`src/rtl/adpll_pkg.sv`:
```
// Shared definitions for the ADPLL TDC decode path.
//   avg_state_t  : averager FSM states
//   AVG_LOG_DEF  : default log2 of the averaging block length
//   maj3         : 3-input majority, used for bubble correction
package adpll_pkg;

  typedef enum logic {
    IDLE  = 1'b0,
    ACCUM = 1'b1
  } avg_state_t;

  localparam int AVG_LOG_DEF = 4;

  function automatic logic maj3(input logic a, input logic b, input logic c);
    return (a & b) | (a & c) | (b & c);
  endfunction

endpackage

```
`src/rtl/tdc_edge_find.sv`:
```
// Combinational priority search for the lowest transition in a thermometer word.
//   c     : bubble-corrected thermometer word
//   pol   : 1 = rising edge (c[i-1]=0, c[i]=1), 0 = falling edge (c[i-1]=1, c[i]=0)
//   found : an edge of the requested polarity exists
//   pos   : lowest index i>=1 of that edge, 0 when not found
module tdc_edge_find #(
  parameter int N_TAPS = 64,
  parameter int POS_W  = 6
) (
  input  logic [N_TAPS-1:0] c,
  input  logic              pol,
  output logic              found,
  output logic [POS_W-1:0]  pos
);

  // Scan downward so the last hit written is the lowest index.
  always_comb begin
    found = 1'b0;
    pos   = '0;
    for (int i = N_TAPS - 1; i >= 1; i--) begin
      if ((c[i] == pol) && (c[i-1] != pol)) begin
        found = 1'b1;
        pos   = POS_W'(i);
      end
    end
  end

endmodule

```
`src/rtl/tdc_therm_decoder.sv`:
```
// Pipelined TDC thermometer decoder: sample register, bubble correction,
// edge search, and a block averager of the half-period.
//   clk, rst        : reference clock, synchronous active-high reset
//   en, tdc_q       : sample strobe and raw thermometer word
//   avg_clr         : abandon the partial average
//   valid           : rise_pos / half_period / no_edge valid
//   rise_pos        : lowest rising-edge tap
//   half_period     : |fall - rise| in taps, 0 if an edge is missing
//   no_edge         : rising or falling edge missing
//   period_avg      : 2 * mean(half_period) over 2^AVG_LOG samples
//   period_avg_vld  : one-cycle pulse on each period_avg update
module tdc_therm_decoder
  import adpll_pkg::*;
#(
  parameter int N_TAPS  = 64,
  parameter int POS_W   = 6,
  parameter int AVG_LOG = AVG_LOG_DEF
) (
  input  logic              clk,
  input  logic              rst,
  input  logic              en,
  input  logic [N_TAPS-1:0] tdc_q,
  input  logic              avg_clr,
  output logic              valid,
  output logic [POS_W-1:0]  rise_pos,
  output logic [POS_W-1:0]  half_period,
  output logic              no_edge,
  output logic [POS_W:0]    period_avg,
  output logic              period_avg_vld
);

  localparam int AVG_N = 1 << AVG_LOG;
  localparam int ACC_W = POS_W + AVG_LOG;
  localparam int CNT_W = AVG_LOG + 1;

  logic [N_TAPS-1:0] s0, c_d, c1;
  logic              v0, v1;
  logic              rise_found, fall_found;
  logic [POS_W-1:0]  rise_idx, fall_idx, hp_d;

  avg_state_t        state, state_next;
  logic [ACC_W-1:0]  acc, acc_next, sum, sum_shr;
  logic [CNT_W-1:0]  cnt, cnt_next;
  logic [POS_W:0]    avg_next;
  logic              avg_vld_next;

  // Bubble correction; the end taps reuse themselves as the missing neighbour.
  for (genvar g = 0; g < N_TAPS; g++) begin : g_bub
    localparam int LO = (g == 0) ? 0 : g - 1;
    localparam int HI = (g == N_TAPS - 1) ? N_TAPS - 1 : g + 1;
    assign c_d[g] = maj3(s0[LO], s0[g], s0[HI]);
  end

  tdc_edge_find #(.N_TAPS(N_TAPS), .POS_W(POS_W)) u_rise (
    .c(c1), .pol(1'b1), .found(rise_found), .pos(rise_idx)
  );

  tdc_edge_find #(.N_TAPS(N_TAPS), .POS_W(POS_W)) u_fall (
    .c(c1), .pol(1'b0), .found(fall_found), .pos(fall_idx)
  );

  // Fall may sit below rise when the edge wraps around the delay line.
  always_comb begin
    hp_d = '0;
    if (rise_found && fall_found)
      hp_d = (fall_idx >= rise_idx) ? (fall_idx - rise_idx) : (rise_idx - fall_idx);
  end

  always_ff @(posedge clk) begin
    if (rst) begin
      s0          <= '0;
      v0          <= 1'b0;
      c1          <= '0;
      v1          <= 1'b0;
      valid       <= 1'b0;
      rise_pos    <= '0;
      half_period <= '0;
      no_edge     <= 1'b0;
    end else begin
      v0 <= en;
      if (en) s0 <= tdc_q;
      c1    <= c_d;
      v1    <= v0;
      valid <= v1;
      // Data outputs hold while no sample is present.
      if (v1) begin
        rise_pos    <= rise_idx;
        half_period <= hp_d;
        no_edge     <= ~(rise_found & fall_found);
      end
    end
  end

  assign sum     = acc + ACC_W'(half_period);
  assign sum_shr = sum >> (AVG_LOG - 1);

  always_comb begin
    state_next   = state;
    acc_next     = acc;
    cnt_next     = cnt;
    avg_next     = period_avg;
    avg_vld_next = 1'b0;
    if (avg_clr) begin
      state_next = IDLE;
      acc_next   = '0;
      cnt_next   = '0;
    end else if (valid && !no_edge) begin
      case (state)
        IDLE: begin
          state_next = ACCUM;
          acc_next   = ACC_W'(half_period);
          cnt_next   = CNT_W'(1);
        end
        ACCUM: begin
          if (cnt == CNT_W'(AVG_N - 1)) begin
            avg_next     = sum_shr[POS_W:0];
            avg_vld_next = 1'b1;
            state_next   = IDLE;
            acc_next     = '0;
            cnt_next     = '0;
          end else begin
            acc_next = sum;
            cnt_next = cnt + CNT_W'(1);
          end
        end
        default: state_next = IDLE;
      endcase
    end
  end

  always_ff @(posedge clk) begin
    if (rst) begin
      state          <= IDLE;
      acc            <= '0;
      cnt            <= '0;
      period_avg     <= '0;
      period_avg_vld <= 1'b0;
    end else begin
      state          <= state_next;
      acc            <= acc_next;
      cnt            <= cnt_next;
      period_avg     <= avg_next;
      period_avg_vld <= avg_vld_next;
    end
  end

endmodule

```
`config.mk`:
```
export PLATFORM = sky130hd
export DESIGN_NAME = tdc_therm_decoder
export DESIGN_NICKNAME = d
export VERILOG_FILES = /design/src/rtl/adpll_pkg.sv /design/src/rtl/tdc_edge_find.sv /design/src/rtl/tdc_therm_decoder.sv
export SDC_FILE = /design/constraint.sdc
export NUM_CORES = 1
export LEC_CHECK = 0
export CAP_MARGIN = 20
export CORE_ASPECT_RATIO = 1.1
export CORE_MARGIN = 2
export CORE_UTILIZATION = 25
export CTS_BUF_LIST = sky130_fd_sc_hd__clkbuf_2
export DETAILED_ROUTE_END_ITERATION = 8
export PLACE_DENSITY = 0.48
export SLEW_MARGIN = 20
export SYNTH_ARGS = -nofsm -noshare
export SYNTH_HDL_FRONTEND = slang
export SYNTH_SLANG_ARGS = --single-unit
```
`constraint.sdc`:
```
create_clock -name clk -period 3.7 [get_ports clk]
set_clock_uncertainty 0.1 [all_clocks]
set_input_delay 0.555 -clock clk [delete_from_list [all_inputs] [get_ports clk]]
set_output_delay 0.555 -clock clk [all_outputs]
set_load 0.02 [all_outputs]
```
# After elaboration in Yosys (flattened, before gate mapping)
# Index checks and enable logic that the tools add are counted.
[word_totals] register_bits=168 in_bits=68 out_inout_bits=22 elab_cells=733
[classes] add_sub_neg=4 order_cmp=1 eq_ne=1 muxes=261 n_bitwise=321 reduce_logical=132
[ops] operator="two-way mux 6 bit" n=128
[ops] operator="logical AND 1 bit" n=128
[ops] operator="two-way mux 1 bit" n=128
[ops] operator="bitwise OR 1 bit" n=127
[ops] operator="AND 1 bit" n=126
[ops] operator="NOT 1 bit" n=68
[ops] operator="one-hot mux 10 bit (2 select lines)" n=1
[ops] operator="subtractor 6 bit" n=2
[ops] operator="adder 10 x 6 -> 10 bit" n=1
[ops] operator="two-way mux 10 bit" n=1
[ops] operator="one-hot mux 5 bit (2 select lines)" n=1
[ops] operator=">= comparator 6 bit" n=1
[ops] operator="adder 5 x 1 -> 5 bit, second input constant" n=1
[ops] operator="== test 5 x 4 -> 1 bit, second input constant" n=1
[ops] operator="two-way mux 5 bit" n=1
[ops] operator="AND reduction 4 bit" n=1
[ops] operator="OR reduction 4 bit" n=1
[ops] operator="one-hot mux 1 bit (2 select lines)" n=1
[ops] operator="OR reduction 2 bit" n=1
[ops] operator="zero test 1 bit" n=1

# Logic depth before layout (Yosys ltp)
[logic_depth] ltp_word=68 mapped_depth=17 depth_no_buf=16

# By module
# From an unflattened synthesis, not the netlist that was laid out.
[unflattened] hier_cells=1740 hier_area_um2=12904.9
[modules_own_cells] mod="tdc_therm_decoder" instances=1 cells_each=754 area_each_um2=6794.0 seq_area_each_um2=3363.2
[modules_own_cells] mod="tdc_edge_find" instances=2 cells_each=493 area_each_um2=3055.4 seq_area_each_um2=0.0

# Worst setup path after synthesis
# No wires, ideal clock.
[synth_timing] path_type="reg2reg" from="register c1[24]" to="register half_period[3]" setup_ns=0.128 arrival_time_ns=3.359 required_ns=3.472 slack_ns=0.113 stages_incl_launch_ff=18 n_path_buf=1 path_cell_list="dfxtp_1 clkbuf_1 inv_1 a222oi_1 nand2_1 a2111oi_0 and3_1 o211ai_1 o2bb2ai_1 ha_1 fa_1 nand3b_1 a31oi_1 nor2_1 mux2i_1 xnor2_1 a21oi_2 nor2_1"
[synth_via] elab_chain_len=30
[synth_lines] element="from (decl)" line="tdc_therm_decoder.sv:36" rtl="logic [N_TAPS-1:0] s0, c_d, c1;"
[synth_lines] element="from (signal assigned)" line="tdc_therm_decoder.sv:73" rtl="c1 <= '0;"
[synth_lines] element="from (signal assigned)" line="tdc_therm_decoder.sv:82" rtl="c1 <= c_d;"
[synth_lines] element="NOT 1 bit" line="tdc_edge_find.sv:21" rtl="if ((c[i] == pol) && (c[i-1] != pol)) begin"
[synth_lines] element="logical AND 1 bit" line="tdc_edge_find.sv:21"
[synth_lines] element="two-way mux 6 bit" line="tdc_edge_find.sv:21"
[synth_lines] element="two-way mux 6 bit (*) (24 in a row)" line="tdc_edge_find.sv:21"
[synth_lines] element="net rise_idx[0]" line="tdc_therm_decoder.sv:39" rtl="logic [POS_W-1:0] rise_idx, fall_idx, hp_d;"
[synth_lines] element="subtractor 6 bit or >= comparator 6 bit (tied branches)" line="tdc_therm_decoder.sv:66" rtl="hp_d = (fall_idx >= rise_idx) ? (fall_idx - rise_idx) : (rise_idx - fall_idx);"
[synth_lines] element="two-way mux 6 bit (*)" line="tdc_therm_decoder.sv:66"
[synth_lines] element="two-way mux 6 bit (*)" line="tdc_therm_decoder.sv:65" rtl="if (rise_found && fall_found)"
[synth_lines] element="to (signal assigned)" line="tdc_therm_decoder.sv:88" rtl="half_period <= hp_d;"
[synth_lines] element="to (decl)" line="tdc_therm_decoder.sv:26" rtl="output logic [POS_W-1:0] half_period,"
# The timed path passes the listed nets; every way through them passes the cells marked *.
# A chain may end at the register's enable or synchronous reset.

# Worst setup path after layout
[layout_timing] from="register c1[54]" to="register half_period[3]"
[layout_via] elab_chain_len=60
[layout_lines] element="NOT 1 bit" line="tdc_edge_find.sv:21"
[layout_lines] element="logical AND 1 bit" line="tdc_edge_find.sv:21"
[layout_lines] element="two-way mux 6 bit (55 in a row)" line="tdc_edge_find.sv:21"
[layout_lines] element="subtractor 6 bit or >= comparator 6 bit (tied branches)" line="tdc_therm_decoder.sv:66"
[layout_lines] element="two-way mux 6 bit" line="tdc_therm_decoder.sv:66"
[layout_lines] element="two-way mux 6 bit (*)" line="tdc_therm_decoder.sv:65"
# Every way passes the cells marked *; elsewhere a longest branch is shown, timed or not.

==> results.cfg <==
[setup_path]
required_ns = 4.27
start_kind = flip-flop
end_kind = flip-flop
critPathMaxFanout = 6
path_class = reg -> reg
arrival_ns = 4.27

[cts]
cts-root-buf = clkbuf_2
clk_pin_slew_worst_paths_ns = 0.27
cts-buffers-inserted = 17
clock_sinks = 168
htreeDepth = 4
clockBufferDepth = 2
cts_tree = yes
insertion_delay_ns = 0.77

[logic_synthesis]
ys_seq_area_share_pct = 35.8
synth_cell_types = 75
synth_area_um2 = 9400
synthFlopType = dfxtp_1
syn_avg_cell_area_um2 = 7.86
synth_edf_count = 0
async_flop_share_pct = 0
synthCells = 1196
ys_seq_elements = 168
syn_nets = 1285
yosys_warnings = 0

[placement]
gp_congestion = 0.865
dp_slack_ns = -0.381
hpwl_um = 19000
io_buffers = 89

[pwr]
p_total_mw = 4.79
leakage_nw = 4.67
p_per_area_nw_per_um2 = 392
ir_drop_uv = 201

[grt]
grt_max_degree = 84
antenna_found_initial = 1
grt_pass1_wl_um = 42300
grt_pass1_vias = 8538
grt_usage_pct = 13.0
grt_overflow_total = 0

[detailed_routing]
vias_per_cell = 4.73
vias = 8934
post_drt_wl_per_cell_um = 13.5
drtPass1Iterations = 5
drcViolationCount = 0
wl_um = 25400
drtIter0Drc = 406
ant_nets = 0

[finish]
fin_nets = 1468
area_growth_pct = 30.0
drive_above_1_share_pct = 16.1
postLayoutCoreUtil_pct = 32.9

[floorplan]
core-area_um2 = 37100
io_pins = 90
chipWidth_um = 189
start_util_pct = 25.3
die_h_um = 207
die_area_um2 = 39200
fp-row-count = 74

[timing]
finalHoldViolations = 0
rsz0062_at_grt = true
finalSetupViolCount = 1
fmax_mhz = 270
max_slew_margin_pct = 48.3
timing.hold.ws_ns = 0.192
period_minus_slack_ns = 3.70
finalCritPeriodShare_pct = 100
drv_slew = 0
worst_slew_pin_slew_ns = 0.775
setup_ws_ns = -0.00292

[job]
maxCapViolations = 0

[status]
violations = setup timing
status = complete, but fails checks

[hold_path]
hp-class = in -> reg
final timing paths:
path,startpoint,endpoint,slack (ns),depth (start not counted)
min reg2reg,v0,v1,0.32,1
min,rst,rise_pos[4],0.19,2
max reg2reg,c1[54],half_period[3],-0.003,17
max,c1[54],half_period[3],-0.003,17
layer usage:
layer  vias to the layer above  routed length (µm)  GRT usage, %
li1                       4664                   -             -
met1                      4108               12300          16.9
met2                       135               11900          21.6
met3                        27                 730          2.42
met4                         0                 442          4.28
met5                         -                   0             0
cells in the final DEF (no fill, tap or decap), types with 7 or more instances in the layout:
master           instances
nand2_1                110
nand2b_1                54
clkbuf_2                21
o221ai_1                13
o21ai_0                111
nor2_1                 139
nand4_1                 13
buf_4                  115
o211ai_1                17
a21oi_2                  7
a221oi_1                 7
nor2b_1                 43
nand3_1                 23
a21oi_1                103
inv_1                   53
ha_1                    15
nor4_1                   8
clkdlybuf4s50_1         87
a211oi_1                 9
a31oi_1                  8
dfxtp_2                  8
a21o_1                   7
and2_1                  15
nor3_1                  10
o2111ai_1                7
o21a_1                   7
dfxtp_1                155
mux2i_1                 70
critical path, stage by stage, from the launching register on:
cell and delay, ns:
dfxtp_4 0.41, nor2b_2 0.16, or3_4 0.38, nor3_2 0.19, o211ai_1 0.17, and3_4 0.22
o21a_1 0.19, buf_4 0.14, a2bb2oi_1 0.12, ha_1 0.33, a41oi_2 0.27, a31oi_4 0.14
buf_6 0.14, nor2_4 0.15, mux2i_1 0.23, xnor2_1 0.10, a21oi_2 0.13, nor2_1 0.04
final cells by class:
class	count	area [µm²]
fillers	3961	24900
multi-input cells	929	5910
flip-flops and latches	168	3390
repair buffers	208	1820
well taps	494	618
inverters	55	206
clock inverters	12	175
clock buffers	20	100
diodes	1	2.50
registers in the layout (all words and copies together), names as in the netlist, 5 cells and up:
signal and count:
rise_pos 6, period_avg 7, half_period 6, s0 64, c1 64, cnt 5
acc 10
cells in the mapped netlist, types with 6 or more instances:
cell	instances	area share [%]
or3_1	7	0.47
a211oi_1	11	0.88
nor3_1	12	0.64
nor2_1	141	5.6
inv_1	54	2.2
a21o_1	7	0.56
o211ai_1	17	1.4
nor4_1	9	0.60
a31oi_1	9	0.60
o2111ai_1	8	0.75
ha_1	18	2.4
nor2b_1	48	3.2
o21ai_0	115	6.1
nand3_1	23	1.2
nand2b_1	56	3.7
mux2i_1	70	7.5
dfxtp_1	168	36
o221ai_1	14	1.3
a21oi_1	106	5.6
nand4_1	13	0.86
o21a_1	7	0.56
clkbuf_1	38	1.5
a2111oi_0	9	0.84
nand2_1	110	4.4
a221oi_1	9	0.84
and2_1	15	1.0
xnor2_1	6	0.56
logic make-up after synthesis:
group	Yosys count	share of synthesized area, %
simple gates	458	23.9
fa+ha+maj	21	3.03
flops	168	35.8
compound gates	370	24.9
mux	71	7.57
xor+xnor	9	0.838
buf+inv	99	3.99
per-stage QoR:
step                std cells  TNS (ns)  area (µm²)
floorplan                1196         0        9400
global placement         1841     -1.47       11600
detailed placement       1841     -1.83       11600
CTS                      1879    -0.350       12100
global route             1887     -1.08       12200
finish                   1887  -0.00292       12200
power breakdown:
| group | internal (mW) | total, mW | switching (mW) |
|---|---|---|---|
| clock | 0.449 | 1.12 | 0.670 |
| combinational | 0.857 | 1.68 | 0.822 |
| sequential | 1.89 | 1.99 | 0.0969 |
| total | 3.20 | 4.79 | 1.59 |
timing repair:
action,in CTS,in global routing
pin swaps,24,22
endpoints found under the setup margin,5,5
resized for setup,46,33
buffers inserted,7,7
hold buffers,0,0
cloned,0,0
(Power assumes the default switching activity.)
